[src/rtl/define.vh]
// rtl/define.vh - shared CDB bus layout and functional-unit tag constants
`ifndef CDB_DEFINE_VH
`define CDB_DEFINE_VH

`define NUM_CDBBITS   40
`define CDB_ON_FIELD  39
`define CDB_FU_FIELD  38:36
`define CDB_RS_FIELD  35:32
`define CDB_VAL_FIELD 31:0

`define FU_ALU 3'd0
`define FU_MEM 3'd1
`define FU_MUL 3'd2
`define FU_DIV 3'd3

`endif

[src/rtl/cdb_arbiter_pkg.sv]
// rtl/cdb_arbiter_pkg.sv - CDB arbiter widths, FU tags and age counter type
`include "define.vh"

package cdb_arbiter_pkg;

    localparam int CDB_W = `NUM_CDBBITS;
    localparam int PAY_W = `NUM_CDBBITS - 1;
    localparam int AGE_W = 4;

    localparam logic [2:0] FU_ALU_TAG = `FU_ALU;
    localparam logic [2:0] FU_MEM_TAG = `FU_MEM;
    localparam logic [2:0] FU_MUL_TAG = `FU_MUL;
    localparam logic [2:0] FU_DIV_TAG = `FU_DIV;

    typedef logic [AGE_W-1:0] age_t;

    function automatic int ptr_width(input int n);
        return (n > 1) ? $clog2(n) : 1;
    endfunction

endpackage

[src/rtl/cdb_arbiter_rr_pick.sv]
// rtl/cdb_arbiter_rr_pick.sv - combinational one-hot round-robin selector
import cdb_arbiter_pkg::*;

module rr_pick #(
    parameter int N  = 4,
    parameter int PW = 2
) (
    input  logic [N-1:0]  req,
    input  logic [PW-1:0] start,
    output logic [N-1:0]  grant
);

    logic          found;
    logic [PW-1:0] idx;

    // Walk N positions starting at the pointer; the first active request wins.
    always_comb begin
        grant = '0;
        found = 1'b0;
        idx   = '0;
        for (int k = 0; k < N; k++) begin
            idx = PW'((int'(start) + k) % N);
            if (!found && req[idx]) begin
                grant[idx] = 1'b1;
                found      = 1'b1;
            end
        end
    end

endmodule

[src/rtl/cdb_arbiter.sv]
// rtl/cdb_arbiter.sv - common data bus arbiter with round-robin and age promotion
`include "define.vh"
import cdb_arbiter_pkg::*;

module cdb_arbiter #(
    parameter int NUM_REQ = 4,
    parameter int AGE_MAX = 7
) (
    input  logic                               clk,
    input  logic                               rst_n,
    input  logic                               flush,
    input  logic [NUM_REQ-1:0]                 req,
    input  logic [NUM_REQ*(`NUM_CDBBITS-1)-1:0] req_data,
    output logic [`NUM_CDBBITS-1:0]            cdb,
    output logic [NUM_REQ-1:0]                 grant,
    output logic [15:0]                        conflict_cnt
);

    localparam int PW = ptr_width(NUM_REQ);

    logic [PW-1:0]              rr_ptr;
    age_t [NUM_REQ-1:0]         age_q;

    logic [NUM_REQ-1:0]         rr_grant;
    logic [NUM_REQ-1:0]         aged;
    logic [NUM_REQ-1:0]         age_grant;
    logic [NUM_REQ-1:0]         gnt_nxt;
    logic [PAY_W-1:0]           pay_nxt;
    logic [PW-1:0]              ptr_nxt;
    age_t [NUM_REQ-1:0]         age_nxt;
    logic                       any_req;
    logic                       multi_req;

    rr_pick #(
        .N  (NUM_REQ),
        .PW (PW)
    ) u_rr_pick (
        .req   (req),
        .start (rr_ptr),
        .grant (rr_grant)
    );

    assign any_req   = |req;
    assign multi_req = ($countones(req) >= 2);

    // A starved requester at the age limit preempts round-robin; lowest index wins ties.
    always_comb begin
        aged      = '0;
        age_grant = '0;
        for (int i = 0; i < NUM_REQ; i++) begin
            aged[i] = req[i] && (age_q[i] == AGE_W'(AGE_MAX));
        end
        for (int i = NUM_REQ - 1; i >= 0; i--) begin
            if (aged[i]) begin
                age_grant    = '0;
                age_grant[i] = 1'b1;
            end
        end
    end

    assign gnt_nxt = (|aged) ? age_grant : rr_grant;

    always_comb begin
        pay_nxt = '0;
        ptr_nxt = rr_ptr;
        for (int i = 0; i < NUM_REQ; i++) begin
            if (gnt_nxt[i]) begin
                pay_nxt = req_data[i*PAY_W +: PAY_W];
                ptr_nxt = PW'((i + 1) % NUM_REQ);
            end
        end
    end

    always_comb begin
        age_nxt = age_q;
        for (int i = 0; i < NUM_REQ; i++) begin
            if (!req[i] || gnt_nxt[i]) begin
                age_nxt[i] = '0;
            end else if (age_q[i] != AGE_W'(AGE_MAX)) begin
                age_nxt[i] = age_q[i] + age_t'(1);
            end
        end
    end

    always_ff @(posedge clk or negedge rst_n) begin
        if (!rst_n) begin
            cdb          <= '0;
            grant        <= '0;
            rr_ptr       <= '0;
            age_q        <= '0;
            conflict_cnt <= '0;
        end else if (flush) begin
            // Pointer and conflict statistics survive a flush; in-flight results do not.
            cdb   <= '0;
            grant <= '0;
            age_q <= '0;
        end else begin
            cdb   <= any_req ? {1'b1, pay_nxt} : '0;
            grant <= gnt_nxt;
            age_q <= age_nxt;
            if (any_req) begin
                rr_ptr <= ptr_nxt;
            end
            if (multi_req && (conflict_cnt != 16'hFFFF)) begin
                conflict_cnt <= conflict_cnt + 16'd1;
            end
        end
    end

endmodule

[config.mk]
export PLATFORM = sky130hd
export DESIGN_NAME = cdb_arbiter
export DESIGN_NICKNAME = d
export VERILOG_FILES = /design/src/rtl/cdb_arbiter_pkg.sv /design/src/rtl/cdb_arbiter_rr_pick.sv /design/src/rtl/cdb_arbiter.sv
export VERILOG_INCLUDE_DIRS = /design/src /design/src/rtl
export SDC_FILE = /design/constraint.sdc
export NUM_CORES = 1
export LEC_CHECK = 0
export BUFFER_PORTS_ARGS = -buffer_cell sky130_fd_sc_hd__buf_2
export CORE_ASPECT_RATIO = 1.4
export CORE_MARGIN = 3
export CORE_UTILIZATION = 48
export DETAILED_ROUTE_END_ITERATION = 12
export GPL_TIMING_DRIVEN = 0
export PLACE_DENSITY = 0.92
export SLEW_MARGIN = 5
export SYNTH_ARGS = -nofsm -noshare
export SYNTH_HDL_FRONTEND = slang
export SYNTH_SLANG_ARGS = --single-unit
[constraint.sdc]
create_clock -name clk -period 8.8 [get_ports clk]
set_clock_uncertainty 0.2 [all_clocks]
set_input_delay 0.88 -clock clk [delete_from_list [all_inputs] [get_ports clk]]
set_output_delay 0.88 -clock clk [all_outputs]
set_load 0.01 [all_outputs]
==> impl_results.md <==
- Syn Inst Count: 519
- Most Crowded Layer GR: met2
- Initial core utilization: 49.25%
- Cell leakage power: between 3 and 4 nW
- Core area: approximately 0.010 sq mm
- WS Path Type: flop to flop
- First-pass GRT wire length: 28110 um
- Max Fclk: ~270 MHz
- Root Buffer Master: clkbuf_16
- Grt total ovfl: 0
- Pwr Total: approximately 2.3 mW
- Post-synth EDFFs: 0
- Worst slew pin tran: 653.4 ps
- Slew Limit Headroom: 56.44%
- Die Y: 128.3 um
- CTS clk-pin slew, worst paths: 70 ps
- Clk_lat worst skew: 350 ps
- Overall routing resource usage: 29.81%
- Vias per Instance: 6.254
- Avg Inst Size Synth: 9.875 sq um
- Pwr dens: 335.3 mW/mm^2
- Synth warn: 0
- R2r startpoint: rr_ptr[0]$_DFFE_PN0P_
- Area Growth Syn to Fin: 31.18%
- Worst-path maximum fanout: 10
- CTS tree: yes
- Met1 usage: 36.06%
- Syn Std Cell Area: 0.005125 sq mm
- R2R Setup Slk: 5040 ps
- Status: complete, no violations
- Final HPWL DP: 13200 um
- Crit start category: flop
- # Max-Cap Violations: 0
- Required time worst endpoint: 8790 ps
- Number of gates resized after cts: 0
- Fillers: 840
- Met3 Use GR: just over 7%
- Period minus WS final: about 3800 ps
- DR pass1 iterations: 5
- Initial antenna violation count: 0
- Number of nets in the layout: 928
- Total Routed Length: ~18000 um
- Top Ports: 223
- Die Area: 0.01197 sq mm
- Top_reg_cell synth: dfrtp_1
- RSZ-0062 raised after global routing: false
- Largest net degree at the start of global routing: 66
- Asr flop ratio synth: 100.0%
- Post-CTS setup buffers: 0
- Sinks on Clock Net: 78
- FF+latch count, synth: between 70 and 80
- Routed Antenna Nets: 0
- Slew Limit Fails: 0
- Worst Path Arrival: between 3000 and 4000 ps
- Register-to-Register Path Depth: 10
- IO buf count: roughly 220
- Reg2reg end: cdb[32]$_DFF_PN0_
- Share of cells above drive strength 1: 38.97%
- Hold_ws: 193.2 ps
- # H-tree levels: 3
- Vias: 5604
- Row count: 44
- Post-Synthesis Net Count: between 600 and 700
- Sequential fraction of the synthesis area: 38.09%
- Num CTS Buffers: 9
- RePlAce Congestion: 0.9605
- Final hold violations: 0
- Vias in the first global route: 5627
- Met2 global-route usage: 49.16%
- Post-detailed-route wirelength per cell: 19.55 um
- DRC: 0
- Worst min path class: input pin to asynchronous set/reset pin
- Clk buf depth: 2
- Final setup viols: 0
- Worst setup EP type: flop
- Period utilization: a little over two fifths
- DR iter-0 viols: 454
- Die width: 93.33 um
- Synth cell types: 54
- Number of hold buffers added after cts: 0
- VDD IR-drop max: 0.2589 mV
- Setup TNS: 0 ps
==> cell type report <==
type	instances	area (sq um)	share of cell area [%]
diodes	1	2.502	0.03722
plain buffers	58	325.3	4.839
clock buffers	9	225.2	3.350
clock inverters	7	61.31	0.9120
inverters	7	26.28	0.3908
multi-input cells	376	2821	41.97
flip-flops and latches	78	1952	29.03
well taps	138	172.7	2.568
repair buffers	222	1136	16.90
==> registers in the layout (all words and copies together) (netlist names) <==
register,count
cdb,40
age_q,16
conflict_cnt,16
grant,4
rr_ptr,2
==> placed cells by master, fill, tap and decap left out, drive strengths merged, types with 2 or more instances in the layout <==
cell,instances
clkinvlp,2
xnor2,12
o31ai,2
mux4,3
nor2,24
inv,11
o21a,2
and4,2
or3,2
a2111oi,2
clkbuf,29
a21o,2
nand4,8
or3b,3
a311oi,40
mux2,2
xor2,7
a22oi,2
a21oi,10
and3,4
ha,12
nand3b,7
and4b,3
dfrtp,78
nand4b,2
nand3,16
buf,260
mux2i,4
nor2b,2
nor3,5
o21ai,51
nand2,54
o32ai,39
and2,5
o311a,39
==> how the worst max path moves through the flow <==
stage / startpoint / endpoint / slack [ps] / cells after the start
4_1_cts: rr_ptr[0]$_DFFE_PN0P_ / cdb[32]$_DFF_PN0_ / 5110 / 10
6_report: rr_ptr[0]$_DFFE_PN0P_ / cdb[32]$_DFF_PN0_ / 5040 / 10
5_1_grt: rr_ptr[0]$_DFFE_PN0P_ / cdb[32]$_DFF_PN0_ / 4780 / 10
3_3_place_gp: req[0] / cdb[13]$_DFF_PN0_ / 5120 / 9
3_5_place_dp: req[2] / cdb[32]$_DFF_PN0_ / 5050 / 11
2_1_floorplan: req[0] / cdb[29]$_DFF_PN0_ / 5620 / 10
==> where the power goes <==
group	total (mW)	leakage (nW)	switching [mW]	internal, mW
clock network	0.369	0.135	0.172	0.197
registers	0.501	1.04	0.0490	0.452
logic	1.38	2.19	0.803	0.581
==> critical path, stage by stage, from the launching register on <==
cell and delay [ps]:
dfrtp_1 500, buf_2 280, inv_1 150, ha_1 450
mux4_2 390, nor3b_2 220, nand2_1 100, a32oi_2 450
buf_4 270, a311oi_1 120, o32ai_1 470
==> per-layer routing <==
metal  up-vias  part of all wire [%]
met2       378                    50
met1      2640                    36
met3        66                   9.3
met4         0                   4.3
li1       2520                     -
met5         -                     0
==> synth_stat cells, types with 2 or more instances <==
| library cell | count | area, sq um |
|---|---|---|
| nor3_1 | 5 | 25.02 |
| buf_4 | 6 | 45.04 |
| buf_1 | 4 | 15.01 |
| a21oi_1 | 10 | 50.05 |
| buf_2 | 20 | 100.1 |
| or3b_1 | 3 | 26.28 |
| nor2_1 | 24 | 90.09 |
| nand3b_1 | 7 | 52.55 |
| or3_1 | 2 | 12.51 |
| buf_6 | 8 | 90.09 |
| mux2i_1 | 4 | 40.04 |
| o32ai_1 | 31 | 271.5 |
| ha_1 | 12 | 150.1 |
| nand3_1 | 15 | 75.07 |
| inv_1 | 6 | 22.52 |
| mux4_2 | 3 | 67.56 |
| clkbuf_1 | 20 | 75.07 |
| o21ai_1 | 30 | 150.1 |
| and3_1 | 4 | 25.02 |
| xor2_1 | 7 | 61.31 |
| nand4_1 | 8 | 50.05 |
| a21o_1 | 2 | 15.01 |
| xnor2_1 | 12 | 105.1 |
| and4b_1 | 3 | 30.03 |
| nor2b_1 | 2 | 12.51 |
| a311oi_1 | 40 | 350.3 |
| mux2_2 | 2 | 22.52 |
| dfrtp_1 | 78 | 1952 |
| o311a_1 | 39 | 390.4 |
| nand4b_1 | 2 | 17.52 |
| o21ai_0 | 21 | 105.1 |
| and2_1 | 5 | 31.28 |
| and4_1 | 2 | 17.52 |
| o32ai_2 | 8 | 130.1 |
| a2111oi_4 | 2 | 55.05 |
| nand2_1 | 54 | 202.7 |
==> cell families after synthesis <==
| kind of cell | synth area share (%) |
|---|---|
| XOR/XNOR | 3.247 |
| AO/OA/AOI/OAI | 32.35 |
| buffers and inverters | 6.860 |
| multiplexers | 2.539 |
| flip-flops | 38.09 |
| adder cells (fa/ha/maj) | 3.320 |
| AND/OR/NAND/NOR | 13.60 |
==> stage by stage <==
| step | cell area, sq um | utilization, % | setup slack (ps) | instances |
|---|---|---|---|---|
| finish | 6723 | 64.61 | 5036 | 896 |
| global route | 6720 | 64.59 | 4785 | 895 |
| CTS | 6720 | 64.59 | 5112 | 895 |
| detailed placement | 6434 | 61.83 | 5049 | 879 |
| global placement | 6404 | 61.54 | 5119 | 878 |
| floorplan | 5125 | - | 5617 | 519 |
Power figures use the tool's default switching activity.
